`config.mk`:
```
export PLATFORM = sky130hd
export DESIGN_NAME = pixel_out_buffer
export DESIGN_NICKNAME = d
export VERILOG_FILES = /design/src/rtl/pixel_out_buffer.sv
export SDC_FILE = /design/constraint.sdc
export NUM_CORES = 1
export LEC_CHECK = 0
export ABC_CLOCK_PERIOD_IN_PS = 4910
export BUFFER_PORTS_ARGS = -buffer_cell sky130_fd_sc_hd__buf_2
export CORE_MARGIN = 2
export CORE_UTILIZATION = 39
export CTS_CLUSTER_SIZE = 40
export DETAILED_ROUTE_END_ITERATION = 16
export HOLD_SLACK_MARGIN = 0.02
export MAX_ROUTING_LAYER = met4
export PLACE_DENSITY_LB_ADDON = 0.15
export SLEW_MARGIN = 25
export SYNTH_ARGS = -nofsm -noshare
export SYNTH_HDL_FRONTEND = slang
export SYNTH_SLANG_ARGS = --single-unit
```
`constraint.sdc`:
```
create_clock -name i_clk -period 4.91 [get_ports i_clk]
set_clock_uncertainty 0.15 [all_clocks]
set_input_delay 0 -clock i_clk [delete_from_list [all_inputs] [get_ports i_clk]]
set_output_delay 0 -clock i_clk [all_outputs]
set_load 0.03 [all_outputs]
```
`src/rtl/pixel_out_buffer.sv`:
```
// pixel_out_buffer: FWFT pixel FIFO with valid/ready output, frame markers and sticky overflow.
// Optional PIXEL_OUT_GRAY_EN converts each pixel to luma on write and stores one channel per entry.
module pixel_out_buffer #(
    parameter int COLOR_CHANNEL = 8,
    parameter int FIFO_DEPTH    = 16,
    parameter int IMG_WIDTH     = 640,
    parameter int IMG_HEIGHT    = 480
) (
    input  logic                                 i_clk,
    input  logic                                 i_reset,
    input  logic [2:0][COLOR_CHANNEL-1:0]        i_data,
    input  logic                                 i_data_ready,
    output logic [2:0][COLOR_CHANNEL-1:0]        o_pixel,
    output logic                                 o_valid,
    input  logic                                 i_ready,
    output logic                                 o_sof,
    output logic                                 o_eol,
    output logic                                 o_eof,
    output logic [$clog2(FIFO_DEPTH):0]          o_level,
    output logic                                 o_overflow
);
    localparam int AW = $clog2(FIFO_DEPTH);
    localparam int CW = $clog2(IMG_WIDTH + 1);
    localparam int RW = $clog2(IMG_HEIGHT + 1);
`ifdef PIXEL_OUT_GRAY_EN
    localparam int EW = COLOR_CHANNEL;
`else
    localparam int EW = 3 * COLOR_CHANNEL;
`endif

    typedef enum logic {IDLE, ACTIVE} state_t;

    logic [EW-1:0] mem [FIFO_DEPTH];
    logic [AW:0]   wr_ptr, rd_ptr;
    logic [EW-1:0] wr_entry, head;
    logic          empty, full, push, pop;
    logic [CW-1:0] col, col_n;
    logic [RW-1:0] row, row_n;
    state_t        state, state_n;

    assign empty   = wr_ptr == rd_ptr;
    assign full    = (wr_ptr[AW] != rd_ptr[AW]) && (wr_ptr[AW-1:0] == rd_ptr[AW-1:0]);
    assign o_valid = !empty;
    assign pop     = o_valid && i_ready;
    assign push    = i_data_ready && (!full || pop);
    assign o_level = wr_ptr - rd_ptr;
    assign head    = mem[rd_ptr[AW-1:0]];

`ifdef PIXEL_OUT_GRAY_EN
    logic [COLOR_CHANNEL+1:0] luma_sum;
    always_comb begin
        luma_sum = {2'b00, i_data[2]} + {1'b0, i_data[1], 1'b0} + {2'b00, i_data[0]};
        wr_entry = luma_sum[COLOR_CHANNEL+1:2];
    end
    assign o_pixel = empty ? '0 : {head, head, head};
`else
    assign wr_entry = i_data;
    assign o_pixel  = empty ? '0 : head;
`endif

    // Storage is not reset; occupancy is defined solely by the pointers.
    always_ff @(posedge i_clk) begin
        if (push) mem[wr_ptr[AW-1:0]] <= wr_entry;
    end

    always_ff @(posedge i_clk or posedge i_reset) begin
        if (i_reset) begin
            wr_ptr     <= '0;
            rd_ptr     <= '0;
            o_overflow <= 1'b0;
            col        <= '0;
            row        <= '0;
            state      <= IDLE;
        end else begin
            if (push) wr_ptr <= wr_ptr + 1'b1;
            if (pop) rd_ptr <= rd_ptr + 1'b1;
            if (i_data_ready && full && !pop) o_overflow <= 1'b1;
            col   <= col_n;
            row   <= row_n;
            state <= state_n;
        end
    end

    assign o_sof = o_valid && (col == '0) && (row == '0);
    assign o_eol = o_valid && (col == CW'(IMG_WIDTH - 1));
    assign o_eof = o_eol && (row == RW'(IMG_HEIGHT - 1));

    // Position counters advance only on accepted transfers; end of frame returns to IDLE.
    always_comb begin
        state_n = state;
        col_n   = col;
        row_n   = row;
        if (pop) begin
            if (o_eof) begin
                state_n = IDLE;
                col_n   = '0;
                row_n   = '0;
            end else begin
                state_n = ACTIVE;
                col_n   = o_eol ? '0 : col + 1'b1;
                row_n   = o_eol ? row + 1'b1 : row;
            end
        end
    end
endmodule

```
==> results_dict.tcl <==
set metrics [dict create \
    power.density_mw_per_mm2 620 \
    cp-end-kind "primary output" \
    crit_path_start_kind "flop" \
    finalPower_mw 11.9 \
    vias_per_cell 5.45 \
    die_x_um 209 \
    fp.dieH_um 209 \
    hpwlAfterDp_um 21100 \
    wl_met1_um 17100 \
    layout-drive-gt1-share 0.277 \
    clk_pin_slew_ps 60 \
    crit_start "rd_ptr[1]$_DFFE_PP0P_" \
    crit_chain "buf_4, buf_4, mux4_2, mux2i_1, o22ai_1, buf_2" \
    grt_pass1_vias 8672 \
    worst_pin_slew_ps 1030 \
    maxSlewViolCount 0 \
    routabilityCongestion 0.750 \
    route.detailed.drc 0 \
    max-vdd-ir-drop_uv 647 \
    core_mm2 0.0417 \
    syn_avg_cell_area_um2 21.0 \
    post_cts_buffers 0 \
    relSlewSlack 0.313 \
    clockBufferDepth 3 \
    critPathKind "reg -> out" \
    die-area_mm2 0.0437 \
    grt_setup_unrepaired "no" \
    layout.nets 949 \
    finalHoldViolCount 0 \
    drtAntennaViolNets 0 \
    status "complete, no violations" \
    clock_sinks 414 \
    ios 62 \
    hp-start "i_data[6]" \
    routed-via-count 8069 \
    met2WireLength_um 16900 \
    portBuffers 61 \
    worst_ep_arrival_time_ps 3570 \
    ctsResizeCount 0 \
    timing.fmax_mhz 269 \
    holdWs_ps 256 \
    rows 75 \
    yosys_warnings 0 \
    crit_required_ps 4760 \
    setup_ws_ps 1190 \
    crit_path_max_fanout 53 \
    clk-insertion-delay-late_ps 550 \
    hp-class "in -> reg" \
    grt_max_degree 100 \
    drt-initial-drc-count 681 \
    area_delta_synth_final_pct 17.6 \
    cp_common_cell "buf_4" \
    overflow 0 \
    h-tree-depth 2 \
    grt_use_total 0.176 \
    hold_depth 2 \
    cts_buffers 46 \
    cts_tree "done" \
    fin_setup_tns_ps 0 \
    wl_per_cell_um 24.6 \
    async_reset_ff_frac 0.0725 \
    syn-num-nets 821 \
    p_leak_nw 6.55 \
    routed-wl-met3_um 1780 \
    final.min_clock_period_ps 3720 \
    synth-edff-count 384 \
    syn_area_mm2 0.0164 \
    finalSetupViolCount 0 \
    antenna_cells 0 \
    synth_cell_type_count 46 \
    crit_slowest_cell "buf_4" \
    post-place-ws_ps 1720 \
    cts_root_buf "clkbuf_16" \
    drt_wl_total_um 36500 \
    start_util 0.393 \
    grt_first_pass_wirelength_um 55100 \
    critPathMaxStageDelay_ps 780 \
    syn_inst 779 \
    r2r_cells 6 \
    first_pass_iters 5 \
    rr_startpoint "wr_ptr[2]$_DFFE_PP0P_" \
    antenna_found_initial 0 \
    ys_seq_area_frac 0.750 \
    synth_flop_cell "edfxtp_1" \
    drv_cap 0 \
    ys_seq_elements 414 \
    fin_crit_sh 0.758 \
    top_layer "met4" \
]
layer usage:
layer,GRT usage,vias up
li1,-,3484
met1,0.253,4313
met2,0.266,226
met3,0.0265,46
met4,0.0409,0
met5,-,-
sequential cells by signal, summed over array words and instances (netlist names):
register	count
col	10
mem	384
o_overflow	1
rd_ptr	5
row	9
wr_ptr	5
per-stage QoR:
| stage | util | std cells | cell area [um^2] |
|---|---|---|---|
| 6_report | 0.462 | 1480 | 19300 |
| 5_1_grt | 0.462 | 1480 | 19300 |
| 4_1_cts | 0.462 | 1479 | 19200 |
| 3_5_place_dp | 0.417 | 1368 | 17400 |
| 3_3_place_gp | 0.417 | 1368 | 17400 |
| 2_1_floorplan | - | 779 | 16400 |
power breakdown:
group	internal [mW]	switching, mW	total (mW)	leakage [nW]
logic	1.52	2.49	4.01	1.95
registers	4.26	0.155	4.41	3.84
clock network	2.17	1.35	3.52	0.754
what timing repair did:
action | 4_1_cts | 5_1_grt
hold buffers | 29 | 0
setup endpoints to repair | 0 | 0
endpoints found under the hold margin | 443 | 0
placed cells by master, fill, tap and decap left out, drive strengths merged, types with 2 or more instances in the layout:
cell	instances
a211o	2
a21o	2
a21oi	3
a22o	2
and2	16
and3	6
and4	4
buf	85
bufinv	8
clkbuf	52
clkinv	17
clkinvlp	4
dfrtp	30
dlygate4sd3	29
edfxtp	384
ha	13
inv	15
mux2i	52
mux4	96
nand2	16
nand3	9
nand4	7
nor2	11
nor2b	2
nor3	6
nor3b	2
nor4	2
o211ai	2
o21ai	6
o22ai	25
o31a	2
xnor2	14
xor2	8
final timing paths:
path | endpoint | slack (ps)
worst max-delay path | o_pixel[22] | 1190
worst max register to register | mem[10][8]$_DFFE_PP_ | 1760
min in group asynchronous | wr_ptr[4]$_DFFE_PP0P_ | 460
worst min-delay path | mem[8][6]$_DFFE_PP_ | 260
worst min register to register | col[8]$_DFFE_PP0P_ | 350
max in group asynchronous | rd_ptr[1]$_DFFE_PP0P_ | 3810
kinds of logic after synthesis:
| family | after synthesis | share of synthesized area |
|---|---|---|
| adders and majority gates | 14 | 0.0111 |
| buffers and inverters | 48 | 0.0144 |
| DFF | 414 | 0.750 |
| muxes | 149 | 0.164 |
| xor gates and xnor gates | 22 | 0.0122 |
| and+or+nand+nor | 83 | 0.0282 |
| AOI/OAI and AO/OA | 49 | 0.0202 |
critical path: cells and delay by family (launching register included):
family,cells,cell delay [ps]
buf+inv,3,1570
mux,2,760
flops,1,410
compound gates,1,210
cell type report:
type,instances,area (um^2)
repair buffers,114,808
flip-flops and latches,414,12300
inverters,14,52.6
fillers,3542,22400
clock inverters,30,367
multi-input cells,317,3880
clock buffers,52,1190
well taps,539,674
cell usage after synthesis (10+ instances only):
cell        n  share of area
and2_1     16         0.0061
nor2_1     10         0.0023
edfxtp_1  384           0.70
mux2i_1    52          0.032
mux4_2     96           0.13
buf_2      20         0.0061
xnor2_1    14         0.0075
o22ai_1    25         0.0095
nand2_1    16         0.0037
dfrtp_1    30          0.046
ha_1       13         0.0099
inv_1      13         0.0030
Note: power is estimated with default switching activity, not from simulation.
